## config.mk

```make
export PLATFORM = sky130hd
export DESIGN_NAME = hermes_input_buffer_flat
export DESIGN_NICKNAME = d
export VERILOG_FILES = /design/src/rtl/hemps_defaults_pkg.sv /design/src/rtl/hermes_input_buffer_if.sv /design/src/rtl/hermes_flit_fifo.sv /design/src/rtl/hermes_input_buffer.sv /design/src/flat_wrapper.sv
export SDC_FILE = /design/constraint.sdc
export NUM_CORES = 1
export LEC_CHECK = 0
export ABC_CLOCK_PERIOD_IN_PS = 24600
export CAP_MARGIN = 10
export CORE_MARGIN = 1.5
export CORE_UTILIZATION = 55
export DETAILED_ROUTE_END_ITERATION = 10
export HOLD_SLACK_MARGIN = 0.02
export PLACE_DENSITY_LB_ADDON = 0.3
export SLEW_MARGIN = 25
export SYNTH_ARGS = -nofsm -noshare
export SYNTH_HDL_FRONTEND = slang
export SYNTH_SLANG_ARGS = --single-unit
```

## constraint.sdc

```tcl
create_clock -name clock -period 24.6 [get_ports clock]
set_input_delay 3.69 -clock clock [delete_from_list [all_inputs] [get_ports clock]]
set_output_delay 3.69 -clock clock [all_outputs]
set_load 0.05 [all_outputs]
```

## src/rtl/hemps_defaults_pkg.sv

```systemverilog
// Shared Hermes router constants and the input-buffer state encoding.
package hemps_defaults;
  localparam int TAM_FLIT = 16;
  localparam int NPORT = 5;
  localparam int BUFFER_DEPTH_DFLT = 16;

  typedef logic [TAM_FLIT-1:0] regflit;

  typedef enum logic [2:0] {
    S_IDLE,
    S_ROUTE,
    S_HDR,
    S_SIZE,
    S_PAYLOAD
  } buf_state_t;
endpackage

```

## src/rtl/hermes_input_buffer_if.sv

```systemverilog
// Link-side and crossbar-side signals of one Hermes input port.
interface hermes_input_buffer_if #(
  parameter int TAM_FLIT = hemps_defaults::TAM_FLIT
);
  logic                rx;
  logic [TAM_FLIT-1:0] data_in;
  logic                credit_o;
  logic                h;
  logic                ack_h;
  logic                data_av;
  logic [TAM_FLIT-1:0] data;
  logic                data_ack;
  logic                sender;

  modport master (
    output rx, data_in, ack_h, data_ack,
    input  credit_o, h, data_av, data, sender
  );

  modport slave (
    input  rx, data_in, ack_h, data_ack,
    output credit_o, h, data_av, data, sender
  );
endinterface

```

## src/rtl/hermes_flit_fifo.sv

```systemverilog
// Circular flit store with first-word-fall-through head and an occupancy count.
module hermes_flit_fifo #(
  parameter int W     = 16,
  parameter int DEPTH = 16
) (
  input  logic                     clock,
  input  logic                     reset,
  input  logic                     wr,
  input  logic [W-1:0]             din,
  input  logic                     rd,
  output logic [W-1:0]             dout,
  output logic [$clog2(DEPTH):0]   count,
  output logic                     full,
  output logic                     empty
);
  localparam int PTR_W = $clog2(DEPTH);

  logic [DEPTH-1:0][W-1:0] mem;
  logic [PTR_W-1:0]        wr_ptr;
  logic [PTR_W-1:0]        rd_ptr;

  // Storage is cleared on reset so the head reads zero and stale flits never reappear.
  always_ff @(posedge clock or posedge reset) begin
    if (reset) begin
      mem    <= '0;
      wr_ptr <= '0;
      rd_ptr <= '0;
      count  <= '0;
    end else begin
      if (wr) begin
        mem[wr_ptr] <= din;
        wr_ptr      <= wr_ptr + PTR_W'(1);
      end
      if (rd) rd_ptr <= rd_ptr + PTR_W'(1);
      count <= count + {{PTR_W{1'b0}}, wr} - {{PTR_W{1'b0}}, rd};
    end
  end

  assign dout  = mem[rd_ptr];
  assign full  = (count == (PTR_W+1)'(DEPTH));
  assign empty = (count == '0);
endmodule

```

## src/rtl/hermes_input_buffer.sv

```systemverilog
// Hermes input port: buffers link flits, requests a route per packet and streams
// header, size and payload to the crossbar.
module hermes_input_buffer #(
  parameter int TAM_FLIT     = hemps_defaults::TAM_FLIT,
  parameter int BUFFER_DEPTH = hemps_defaults::BUFFER_DEPTH_DFLT
) (
  input logic                  clock,
  input logic                  reset,
  input logic                  clock_rx,
  hermes_input_buffer_if.slave bus
);
  import hemps_defaults::*;

  localparam int PTR_W = $clog2(BUFFER_DEPTH);

  buf_state_t          state;
  logic [TAM_FLIT-1:0] flit_cnt;
  logic                h_q;
  logic                sender_q;
  logic                wr;
  logic                pop;
  logic                full;
  logic                empty;
  logic                data_av;
  logic [TAM_FLIT-1:0] head;
  logic [PTR_W:0]      count;

  // The link clock is not used; everything runs on the router clock.
  logic unused_clock_rx;
  assign unused_clock_rx = clock_rx;

  assign wr      = bus.rx && !full;
  assign data_av = sender_q && !empty &&
                   (state == S_HDR || state == S_SIZE || state == S_PAYLOAD);
  assign pop     = data_av && bus.data_ack;

  hermes_flit_fifo #(.W(TAM_FLIT), .DEPTH(BUFFER_DEPTH)) u_fifo (
    .clock (clock),
    .reset (reset),
    .wr    (wr),
    .din   (bus.data_in),
    .rd    (pop),
    .dout  (head),
    .count (count),
    .full  (full),
    .empty (empty)
  );

  always_ff @(posedge clock or posedge reset) begin
    if (reset) begin
      state    <= S_IDLE;
      flit_cnt <= '0;
      h_q      <= 1'b0;
      sender_q <= 1'b0;
    end else begin
      case (state)
        S_IDLE: if (!empty) begin
          h_q   <= 1'b1;
          state <= S_ROUTE;
        end
        S_ROUTE: if (bus.ack_h) begin
          h_q      <= 1'b0;
          sender_q <= 1'b1;
          state    <= S_HDR;
        end
        S_HDR: if (pop) state <= S_SIZE;
        S_SIZE: if (pop) begin
          flit_cnt <= head;
          if (head == '0) begin
            sender_q <= 1'b0;
            state    <= S_IDLE;
          end else begin
            state <= S_PAYLOAD;
          end
        end
        S_PAYLOAD: if (pop) begin
          flit_cnt <= flit_cnt - TAM_FLIT'(1);
          // Last payload flit closes the connection on the same edge it is consumed.
          if (flit_cnt == TAM_FLIT'(1)) begin
            sender_q <= 1'b0;
            state    <= S_IDLE;
          end
        end
        default: state <= S_IDLE;
      endcase
    end
  end

  assign bus.credit_o = !full;
  assign bus.h        = h_q;
  assign bus.sender   = sender_q;
  assign bus.data_av  = data_av;
  assign bus.data     = head;
endmodule

```

## src/flat_wrapper.sv

```systemverilog
// flat-port wrapper written by rule: the top's interface ports become plain ports
module hermes_input_buffer_flat import hemps_defaults::*;
#(
  parameter int TAM_FLIT     = hemps_defaults::TAM_FLIT,
  parameter int BUFFER_DEPTH = hemps_defaults::BUFFER_DEPTH_DFLT
)
  (clock, reset, clock_rx, bus_rx, bus_data_in, bus_ack_h, bus_data_ack, bus_credit_o, bus_h, bus_data_av, bus_data, bus_sender);
  hermes_input_buffer_if #(.TAM_FLIT(TAM_FLIT)) bus_i ();
  input logic clock;
  input logic reset;
  input logic clock_rx;
  input wire logic [$bits(bus_i.rx)-1:0] bus_rx;
  input wire logic [$bits(bus_i.data_in)-1:0] bus_data_in;
  input wire logic [$bits(bus_i.ack_h)-1:0] bus_ack_h;
  input wire logic [$bits(bus_i.data_ack)-1:0] bus_data_ack;
  output wire logic [$bits(bus_i.credit_o)-1:0] bus_credit_o;
  output wire logic [$bits(bus_i.h)-1:0] bus_h;
  output wire logic [$bits(bus_i.data_av)-1:0] bus_data_av;
  output wire logic [$bits(bus_i.data)-1:0] bus_data;
  output wire logic [$bits(bus_i.sender)-1:0] bus_sender;
  assign bus_i.rx = bus_rx;
  assign bus_i.data_in = bus_data_in;
  assign bus_i.ack_h = bus_ack_h;
  assign bus_i.data_ack = bus_data_ack;
  assign bus_credit_o = bus_i.credit_o;
  assign bus_h = bus_i.h;
  assign bus_data_av = bus_i.data_av;
  assign bus_data = bus_i.data;
  assign bus_sender = bus_i.sender;
  hermes_input_buffer #(.TAM_FLIT(TAM_FLIT), .BUFFER_DEPTH(BUFFER_DEPTH)) u_core (.clock(clock), .reset(reset), .clock_rx(clock_rx), .bus(bus_i));
endmodule
```

# Yosys cells after proc, flatten, opt, wreduce, memory -nomap -nowiden
# Cells that the tools add are included.
dict set report op_classes {
  add_sub_neg 5
  multipliers 0
  n_div 0
  magnitude_cmp 3
  eq_ne 13
  shifts 0
  mux 25
  bitwise_logic 0
  n_reduce_logical 19
}
# op count
set ops {}
lappend ops {{256-bit bitwise mux} 1}
lappend ops {{16-bit binary-select mux with 4-bit select} 1}
lappend ops {{16-bit demux with 4-bit select} 1}
lappend ops {{16-bit 2-to-1 mux} 4}
lappend ops {{16-bit one-hot mux with 2 select lines} 1}
lappend ops {{3-bit 2-to-1 mux} 7}
lappend ops {{16-bit by 1-bit equality test with 1-bit output, second input constant} 1}
lappend ops {{16-bit zero test} 1}
lappend ops {{16-bit by 1-bit subtractor with 16-bit output, second input constant} 1}
lappend ops {{3-bit one-hot mux with 5 select lines} 1}
lappend ops {{2-bit inequality test, second input constant} 7}
lappend ops {{6-bit AND reduction} 2}
lappend ops {{4-bit by 5-bit < comparator with 1-bit output, second input constant} 2}
lappend ops {{4-bit by 1-bit adder with 4-bit output, second input constant} 2}
lappend ops {{1-bit 2-to-1 mux} 7}
lappend ops {{3-bit by 2-bit equality test with 1-bit output, second input constant} 2}
lappend ops {{3-bit AND reduction} 2}
lappend ops {{5-bit by 1-bit adder with 5-bit output} 1}
lappend ops {{5-bit equality test, second input constant} 1}
lappend ops {{1-bit logical AND} 5}
lappend ops {{5-bit zero test} 1}
lappend ops {{5-bit by 1-bit subtractor with 5-bit output} 1}
lappend ops {{4-bit by 1-bit >= comparator with 1-bit output, second input constant} 1}
lappend ops {{2-bit nonzero test} 2}
lappend ops {{8 further kinds} 10}
dict set report word_totals {
  register_bits 290
  latch_bits 0
  ram_bits 0
  rom_bits 0
  input_bits 22
  output_inout_bits 20
  wordCells 88
  mem_count 0
}

# Depth between registers and ports, before layout
# Gate-level depths: netlist (run 1).
dict set report depth {
  word_depth 7
  mapped_depth 14
  ltp_nobuf 14
}

# Modules after synthesis
# From an unflattened synthesis (run 1), not the netlist that was laid out.
dict set report unflattened {
  cells_unflattened 942
  hier_area_um2 13728.2
}
# mod n_inst cells_per_inst area_each_um2 seq_area_each_um2
set by_module_without_submodules {}
lappend by_module_without_submodules {hermes_flit_fifo 1 772 12325.6 6731.5}
lappend by_module_without_submodules {hermes_input_buffer 1 170 1402.6 525.5}

# Worst setup path before layout (run 1)
# No wires, ideal clock.
dict set report synth_path {
  path_kind {flip-flop to output port}
  startpoint {register u_core.u_fifo.rd_ptr[0]}
  endpoint {output port bus_data[12]}
  arrival_ns 2.338
  required_time_ns 20.910
  path_slack_ns 18.572
  path_stages_with_launch 8
  path_buffers 3
  path_cell_list {dfrtp_1 buf_6 buf_2 buf_2 mux2i_1 a221oi_1 nor2_1 o21ai_1}
}
dict set report synth_between {
  elab_chain_len 2
}
# element line
set synth_rtl {}
lappend synth_rtl {{start: declaration} hermes_flit_fifo.sv:20} ;# logic [PTR_W-1:0] rd_ptr;
lappend synth_rtl {{start signal: assignment} hermes_flit_fifo.sv:34} ;# if (rd) rd_ptr <= rd_ptr + PTR_W'(1);
lappend synth_rtl {{16-bit binary-select mux with 4-bit select} hermes_flit_fifo.sv:39} ;# assign dout = mem[rd_ptr];
lappend synth_rtl {{16-bit 2-to-1 mux (implied by the code)} hermes_flit_fifo.sv:39}
lappend synth_rtl {{end: declaration} flat_wrapper.sv:19} ;# output wire logic [$bits(bus_i.data)-1:0] bus_data;
# Every way passes these cells. The select of a mux whose other input is x is not followed.

# Final worst setup path (run 1)
dict set report layout_path {
  startpoint {register u_core.u_fifo.rd_ptr[0]}
  endpoint {output port bus_data[11]}
}
# Same word-level chain as after synthesis.

==> results of run 1 <==
-- worst max-delay path by stage --
stage,slack (ps),start,cells past startpoint,endpoint
2_1_floorplan,12900,reset,1,u_core.bus.h
4_1_cts,16660,u_core.u_fifo.rd_ptr[0],4,bus_data[11]
5_1_grt,16530,u_core.u_fifo.rd_ptr[0],4,bus_data[9]
3_5_place_dp,17250,u_core.u_fifo.rd_ptr[0],4,bus_data[11]
3_3_place_gp,17250,u_core.u_fifo.rd_ptr[0],4,bus_data[9]
6_report,16740,u_core.u_fifo.rd_ptr[0],4,bus_data[11]
-- report_power, final --
part           switching [µW]  internal (µW)
registers                 103            688
clock network             183            260
logic                     232            296
total                     518           1240
-- placed cells by master, fill, tap and decap left out, types with 12 or more instances in the layout --
cell / netlist / routed
nor2_1: 26 / 26
mux2_2: 256 / 256
mux4_2: 60 / 60
dfrtp_1: 290 / 288
clkdlybuf4s50_1: 0 / 40
nand2_1: 47 / 40
clkbuf_16: 0 / 29
mux2i_1: 17 / 17
inv_1: 13 / 12
o21ai_0: 22 / 22
ha_1: 13 / 13
a21oi_1: 27 / 27
a22oi_1: 22 / 22
-- worst reg2reg max path: stages, from the launching register on --
cell,delay (ps)
dfrtp_4,840
buf_4,820
mux4_2,630
a22oi_1,210
nand2_1,250
or4_1,550
nor2_1,250
nand4_1,160
a32o_1,240
-- logic make-up (layout without fill, tap and decap cells) --
logic type               after synthesis  count (layout)  share of synthesized area, %
AO/OA/AOI/OAI                         94              94                          4.41
flip-flops                           290             290                          53.9
AND/OR/NAND/NOR                      123             123                          4.31
adder cells (fa/ha/maj)               14              14                          1.36
multiplexers                         333             333                          32.7
buffers and inverters                 80             118                          2.52
XOR/XNOR                              11              11                         0.716
-- metal layers --
metal	wire length (µm)	part of all wire [%]	vias up
met5	0	0	-
met4	478	1.6	0
met3	1510	5.0	33
met2	15000	50	202
met1	13300	44	4277
li1	-	-	3527
-- stage by stage --
step | util (%) | area [µm²] | worst slack (ps) | cells
2_1_floorplan | - | 13500 | 12900 | 945
3_3_place_gp | 58.2 | 14100 | 17250 | 1254
3_5_place_dp | 58.2 | 14100 | 17250 | 1254
4_1_cts | 62.1 | 15000 | 16660 | 1307
5_1_grt | 62.2 | 15000 | 16530 | 1307
6_report | 62.2 | 15000 | 16740 | 1307
-- registers in the layout (all words and copies together), names as in the netlist --
name,cells
u_core.u_fifo.mem,256
u_core.flit_cnt,16
u_core.u_fifo.count,5
u_core.u_fifo.rd_ptr,4
u_core.u_fifo.wr_ptr,4
u_core.state,3
u_core.bus.h,1
u_core.bus.sender,1
-- final cells by class --
class | instances | area (µm²)
clock buffer | 37 | 796
clock inverter | 16 | 161
fill | 1747 | 9130
inverter | 15 | 68.8
multi-input combinational | 575 | 5870
sequential | 290 | 7260
tap | 324 | 405
timing repair buffer | 50 | 479
==> results.md, run 1 <==
- Net Count, Synth: 981
- N_diodes: 0
- Vias/cell: 6.15
- TritonRoute pass-1 iters: 5
- Chip Height: 159 µm
- Routed WL: 30,300 µm
- Post-synth EDFFs: 0
- Die area: 0.0254 mm²
- Crit end category: primary output
- # resized after CTS: 0
- Clock Sinks: 290
- Synth Register Bits: 290
- Hpwl dp: 17,600 µm
- Clock tree buffer depth: 3
- Cts bufs inserted: 29
- FP Rows: 57
- WHS Path Cells: 1
- IO buf count: 40
- Most common flop cell mapped by yosys: dfrtp_1
- Hold Buf Count CTS: 0
- Ranking of synthesized cells by area: dfrtp_1, mux2_2, mux4_2
- R2R Setup Slk: 20,530 ps
- Post-route DRC violation count: 0
- Worst slew pin tran: 1110 ps
- Fmax: 0.127 GHz
- Core Box Area: 0.0242 mm²
- Reg2Reg Capture Point: u_core.bus.sender
- WHS: 500 ps
- H-tree level count: 1
- Met3 GRT Util: 3.75%
- First-pass GRT wire length: 47,900 µm
- Status: complete, no violations
- Largest net degree at the start of global routing: 143
- Final hold viol count: 0
- Clk pin slew, worst setup/hold paths: 60 ps
- Initial antenna violation count: 0
- Max-cap check violation count: 0
- Starting density of the core: 55.6%
- Global placement routability congestion: 0.836
- NumNets Final: 997
- Routed vias: 8,039
- Worst vdd rail ir drop: 0.0731 mV
- Gate count of the mapped netlist: 945
- GR Overflow Total: 0
- Synth warn: 0
- Crit path max fanout: 45
- GR Util met2: 40.7%
- Crit path top cell by count: mux4_2
- Clk_lat worst skew: 550 ps
- Power Total: 1760 µW
- Cell Area, Synth: 0.0135 mm²
- Power Dens Cells: 117 mW/mm²
- Period utilisation layout: 32.0%
- Vias in the first global route: 8,273
- DRT antenna net count: 0
- Endpoints failing setup: 0
- Met1 usage: 33.9%
- DR iter-0 viols: 670
- DR WL/cell: 23.1 µm
- Top delay family on crit path: buffers and inverters
- Commonest cells in the netlist: dfrtp_1, mux2_2, mux4_2
- Synth unique cells: 47
- Reg2reg start: u_core.u_fifo.rd_ptr[0]
- Share of the yosys chip area belonging to registers: 53.9%
- CP required: 20,910 ps
- Hold Path End: u_core.u_fifo.mem[107]
- Post-CTS Setup Inserts: 0
- Horiz. Die Dim: 159 µm
- Crit path kind: reg -> out
- Worst reg2reg path depth: 8
- CP max stage cell: dfrtp_4
- Ratio of cells with drive above 1 in the final layout: 39.4%
- Ports: 42
- Root cell of the clock tree: clkbuf_16
- Ys async rst share: 100%
- Slew Viols, Final: 0
- Most numerous cell in the Yosys netlist: dfrtp_1
- TritonCTS clock tree: yes
- Critical path cell sequence: buf_4 > mux4_2 > mux4_2 > clkdlybuf4s50_1
- HP Class: reg -> reg
- Area leader, netlist: dfrtp_1
- CP Data Arrival Time: 4170 ps
- Leakage dissipation: 0.00645 µW
- Setup Skew: 12.4 ps
- Max incr delay on CP: 840 ps
- Rel. slew slack: 26.0%
- Global Route Usage Sum: 24.4%
- Setup total negative slack: 0 ps
- Min-Delay Startpoint: u_core.u_fifo.mem[107]
- Fin crit period: 7860 ps
- RSZ-0062 raised after global routing: false
- Avg Inst Size Synth: 14.2 µm²
- Area grow syn2layout: 11.9%
- Buffers & Inverters on Critical Path: 2
- Post-synth top area share: 53.9%
- CP Launch Type: register
- Global route hottest layer: met2
No activity file was read; power rests on OpenSTA's default activity.
==> run 2, diff against run 1 <==
--- a/config.mk
+++ b/config.mk
@@ -5,7 +5,7 @@
 export SDC_FILE = /design/constraint.sdc
 export NUM_CORES = 1
 export LEC_CHECK = 0
-export ABC_CLOCK_PERIOD_IN_PS = 24600
+export ABC_CLOCK_PERIOD_IN_PS = 6900
 export CAP_MARGIN = 10
 export CORE_MARGIN = 1.5
 export CORE_UTILIZATION = 55
==> constraint.sdc (replaced) <==
create_clock -name clock -period 6.9 [get_ports clock]
set_input_delay 1.035 -clock clock [delete_from_list [all_inputs] [get_ports clock]]
set_output_delay 1.035 -clock clock [all_outputs]
set_load 0.05 [all_outputs]
==> run 2 against run 1 <==
Effect of this change:
- clock-buffer cell count up 7
- design area rose by 0.69%
- power grew to 3.6 times the previous value
- critical path type unchanged
- critical path depth grew 1
- core utilization increased by 0.43 points
- combinational power grew to 3.6 times the previous value
- clock skew rose by 18 ps
==> results.md, run 2 (synthesis results as in run 1) <==
- Vias in the first global route: 8,233
- Initial antenna violation count: 1
- Clock Sinks: 290
- Setup total negative slack: 0 ps
- Endpoints failing setup: 0
- Ratio of cells with drive above 1 in the final layout: 39.2%
- TritonCTS clock tree: yes
- Max-cap check violation count: 0
- Global Route Usage Sum: 24.8%
- Status: complete, no violations
- Commonest non-fill, non-tap cell in the layout: dfrtp_1
- CP required: 5860 ps
- Crit path max fanout: 36
- Post-CTS Setup Inserts: 0
- Reg2reg start: u_core.u_fifo.rd_ptr[1]
- Post-route DRC violation count: 0
- Global placement routability congestion: 0.840
- Power Dens Cells: 417 mW/mm²
- Crit end category: primary output
- FP Rows: 57
- Power Total: 6320 µW
- Rel. slew slack: 25.3%
- First-pass GRT wire length: 48,200 µm
- Die area: 0.0254 mm²
- Biggest regs: u_core.u_fifo.mem x256, u_core.flit_cnt x16, u_core.u_fifo.count x5
- DR iter-0 viols: 544
- Period utilisation layout: 69.6%
- Leakage dissipation: 0.00649 µW
- TritonRoute pass-1 iters: 5
- Max incr delay on CP: 1000 ps
- Clk pin slew, worst setup/hold paths: 60 ps
- CP Data Arrival Time: 3760 ps
- Ports: 42
- Crit path kind: reg -> out
- Commonest non-fill, non-tap cells in the layout: dfrtp_1, mux2_2, mux4_2
- N_diodes: 0
- NumNets Final: 1,005
- Core Box Area: 0.0242 mm²
- CP Launch Type: register
- Critical path cell sequence: nor2_1 > a221oi_1 > a22oi_1 > o21ai_1 > clkdlybuf4s50_1
- Root cell of the clock tree: clkbuf_16
- HP Class: reg -> reg
- RSZ-0062 raised after global routing: false
- Horiz. Die Dim: 159 µm
- Final hold viol count: 0
- Setup Skew: 30.7 ps
- Clock tree buffer depth: 3
- Largest net degree at the start of global routing: 181
- Fmax: 0.208 GHz
- Routed WL: 30,900 µm
- CP startpoint: u_core.u_fifo.rd_ptr[1]
- Hpwl dp: 17,600 µm
- Dpl ws: 2680 ps
- GR Overflow Total: 0
- Fin crit period: 4800 ps
- Clk_lat worst skew: 560 ps
- Routed vias: 8,104
- Hold Buf Count CTS: 0
- Worst setup margin: 2100 ps
- Min-Delay Startpoint: u_core.u_fifo.mem[102]
- Starting density of the core: 55.6%
- Chip Height: 159 µm
- Biggest register: u_core.u_fifo.mem
- Worst slew pin tran: 1120 ps
- DP Area: 0.0141 mm²
- IO buf count: 40
- Vias/cell: 6.16
- CP max stage cell: dfrtp_2
- Area grow syn2layout: 12.6%
- Largest register FFs: 256
- Worst vdd rail ir drop: 0.212 mV
- Cts bufs inserted: 29
- Post-route cell area: 0.0151 mm²
- H-tree level count: 1
- DR WL/cell: 23.5 µm
- # resized after CTS: 0
- DRT antenna net count: 0
- Slew Viols, Final: 0
==> run 2: cell types whose count changed in the layout (fill, tap and decap cells not counted), sizes merged <==
cell	previous run	this run
buf	10	18
clkbuf	37	44
clkinv	13	6
==> run 2: final cells by class <==
type                    instances  area [µm²]
fillers                      1761        9030
flip-flops and latches        290        7260
multi-input cells             575        5870
clock buffers                  44         852
repair buffers                 58         581
well taps                     324         405
clock inverters                 9         124
inverters                      15        60.1
==> run 2: worst paths after layout <==
path                                           to  slack (ps)  depth (start not counted)
min                        u_core.u_fifo.mem[102]         500                          1
min reg2reg                u_core.u_fifo.mem[102]         500                          1
max reg2reg                     u_core.bus.sender        3240                          8
max in group asynchronous  u_core.u_fifo.mem[219]        4600                          4
max                                  bus_data[12]        2100                          5
min in group asynchronous  u_core.u_fifo.mem[196]         910                          2
==> run 2: power by group <==
part	switching (µW)	total [µW]	internal (µW)	leakage [µW]
clock network	646	1610	960	0.000484
registers	369	2820	2450	0.00359
logic	829	1890	1060	0.00242
total	1840	6320	4470	0.00649
==> run 2: per-layer routing <==
layer,share of wire (%),track usage (%),vias up
li1,-,-,3551
met1,42,33.7,4271
met2,50,41.9,221
met3,5.1,3.65,59
met4,2.2,7.29,2
met5,0.029,0,-
==> run 2: worst max-delay path: cells and delay by family, from the launching register on <==
family / cells / cell delay [ps]
buffers and inverters: 1 / 900
and+or+nand+nor: 1 / 310
AOI/OAI and AO/OA: 3 / 980
DFF: 1 / 1000
==> run 2: through the flow <==
| stage | hold slack, ps | cells | utilization (%) |
|---|---|---|---|
| 6_report | 499 | 1315 | 62.7 |
| 5_1_grt | 510 | 1315 | 62.7 |
| 4_1_cts | 501 | 1314 | 62.5 |
| 3_5_place_dp | 488 | 1261 | 58.5 |
| 3_3_place_gp | 478 | 1260 | 58.4 |
| 2_1_floorplan | 461 | 945 | - |
==> run 3, diff against run 2 <==
--- a/config.mk
+++ b/config.mk
@@ -5,7 +5,7 @@
 export SDC_FILE = /design/constraint.sdc
 export NUM_CORES = 1
 export LEC_CHECK = 0
-export ABC_CLOCK_PERIOD_IN_PS = 6900
+export ABC_CLOCK_PERIOD_IN_PS = 4400
 export CAP_MARGIN = 10
 export CORE_MARGIN = 1.5
 export CORE_UTILIZATION = 55
==> constraint.sdc (replaced) <==
create_clock -name clock -period 4.4 [get_ports clock]
set_input_delay 0.66 -clock clock [delete_from_list [all_inputs] [get_ports clock]]
set_output_delay 0.66 -clock clock [all_outputs]
set_load 0.05 [all_outputs]
==> run 3 against run 2 <==
Effect of this change:
- sequential cell count is the same
- worst hold slack improved by 1.6 ps
- setup slack worse by 1800 ps
- die area unchanged
- critical path type unchanged
- highest routed layer is now met4
- power grew 56%
- clock power increased by 54%
- via count is 0.52% lower
- first-iteration DRC count rose by 19%
- register-to-register slack got worse by 2200 ps
- sequential share of layout area is 0.32 points lower
- core utilization rose by 0.42 points
==> results.md, run 3 (synthesis results as in run 1) <==
- Worst vdd rail ir drop: 0.331 mV
- N_diodes: 0
- Biggest register: u_core.u_fifo.mem
- CP Launch Type: register
- Period utilisation layout: 92.9%
- CP Data Arrival Time: 3430 ps
- WL met1: 13,200 µm
- Hold Buf Count CTS: 0
- Clk pin slew, worst setup/hold paths: 60 ps
- Hpwl dp: 18,200 µm
- NetSw: 2880 µW
- First-pass GRT wire length: 48,000 µm
- Endpoints failing setup: 0
- Area grow syn2layout: 13.4%
- Clock tree buffer depth: 3
- Part of the power in registers: 44.9%
- H-tree level count: 1
- Fmax: 0.245 GHz
- Leakage dissipation: 0.00655 µW
- Ports: 42
- Crit path max fanout: 18
- CP required: 3740 ps
- Core Box Area: 0.0242 mm²
- IO buf count: 40
- NumNets Final: 1,016
- Die area: 0.0254 mm²
- TritonRoute pass-1 iters: 5
- Power Total: 9850 µW
- Ratio of cells with drive above 1 in the final layout: 39.8%
- Initial antenna violation count: 0
- Status: complete, no violations
- Cts bufs inserted: 30
- Commonest non-fill, non-tap cell in the layout: dfrtp_1
- Final hold viol count: 0
- Commonest non-fill, non-tap cells in the layout: dfrtp_1, mux2_2, mux4_2
- Routed vias: 8,062
- # resized after CTS: 0
- Clk_lat worst skew: 550 ps
- Fin cells: 1,326
- Crit path kind: reg -> out
- DP Area: 0.0143 mm²
- Rel. slew slack: 31.5%
- Clock Sinks: 290
- DR WL/cell: 22.8 µm
- Vias in the first global route: 8,342
- Starting density of the core: 55.6%
- Slew Viols, Final: 0
- GR Overflow Total: 0
- Horiz. Die Dim: 159 µm
- Chip Height: 159 µm
- Root cell of the clock tree: clkbuf_16
- Power Internal: 6980 µW
- Vias/cell: 6.08
- Routed WL: 30,200 µm
- Top routing layer used: met4
- RSZ-0062 raised after global routing: false
- Min-Delay Startpoint: u_core.u_fifo.mem[96]
- Fin crit period: 4090 ps
- Clock share of power: 25.1%
- Global placement routability congestion: 0.847
- TritonCTS clock tree: yes
- DRT antenna net count: 0
- Largest net degree at the start of global routing: 63
- HP Class: reg -> reg
- Global Route Usage Sum: 24.5%
- Post-route DRC violation count: 0
- Setup Skew: 10.1 ps
- Post-route cell area: 0.0153 mm²
- Post-Place Cells: 1,272
- CP startpoint: u_core.u_fifo.rd_ptr[2]
- Routed length on met2: 14,800 µm
- Post-CTS Setup Inserts: 0
- Final core occ: 63.1%
- Combinational fraction of design power: 29.9%
- Worst slew pin tran: 1030 ps
- FP Rows: 57
- Largest register FFs: 256
- DR WL met3: 1520 µm
- Fillers: 1,735
- Biggest regs: u_core.u_fifo.mem x256, u_core.flit_cnt x16, u_core.u_fifo.count x5
- Max-cap check violation count: 0
- Sw Ratio: 29.2%
- Reg2reg start: u_core.u_fifo.rd_ptr[0]
- Power Dens Cells: 646 mW/mm²
- DR iter-0 viols: 646
- Crit end category: primary output
==> run 3: power groups by stage <==
stage          sequential (µW)  combinational (µW)  clock, µW
5_1_grt                   4560                3170       2640
3_5_place_dp              4440                2960          0
2_1_floorplan             4260                2330          0
4_1_cts                   4410                2970       2520
3_3_place_gp              4380                2860          0
6_report                  4430                2950       2480
==> run 3: per-stage QoR <==
stage          hold slack (ps)  worst slack, ps  TNS (ps)
3_3_place_gp               479              912         0
6_report                   501              311         0
2_1_floorplan              461             -107    -31080
4_1_cts                    503              302         0
3_5_place_dp               488              895         0
5_1_grt                    509              164         0
==> run 3: final cells by class <==
| class | instances | area (µm²) | share of cell area, % |
|---|---|---|---|
| Clock buffer | 47 | 906 | 5.94 |
| Clock inverter | 7 | 63.8 | 0.418 |
| Inverter | 15 | 60.1 | 0.394 |
| Multi-Input combinational cell | 575 | 5870 | 38.5 |
| Sequential cell | 290 | 7260 | 47.6 |
| Tap cell | 324 | 405 | 2.66 |
| Timing Repair Buffer | 68 | 686 | 4.50 |
==> run 3: worst paths after layout <==
check | endpoint | slack [ps] | cells past startpoint
setup / recovery | bus_data[12] | 310 | 5
hold / removal | u_core.u_fifo.mem[96] | 500 | 1
setup reg to reg | u_core.bus.sender | 1040 | 9
hold reg to reg | u_core.u_fifo.mem[96] | 500 | 1
max in group asynchronous | u_core.u_fifo.mem[111] | 2900 | 3
min in group asynchronous | u_core.u_fifo.mem[180] | 610 | 2
==> run 3: critical path, stage by stage (launching register included) <==
cell,delay (ps)
dfrtp_1,830
nor2_1,250
a221oi_1,390
nor2_1,100
o21ai_1,400
clkdlybuf4s50_1,900
==> run 3: routing by layer <==
layer,vias to the layer above,GRT usage (%)
li1,3565,-
met2,225,41.2
met3,56,3.13
met5,-,0
met4,0,6.39
met1,4216,34.1
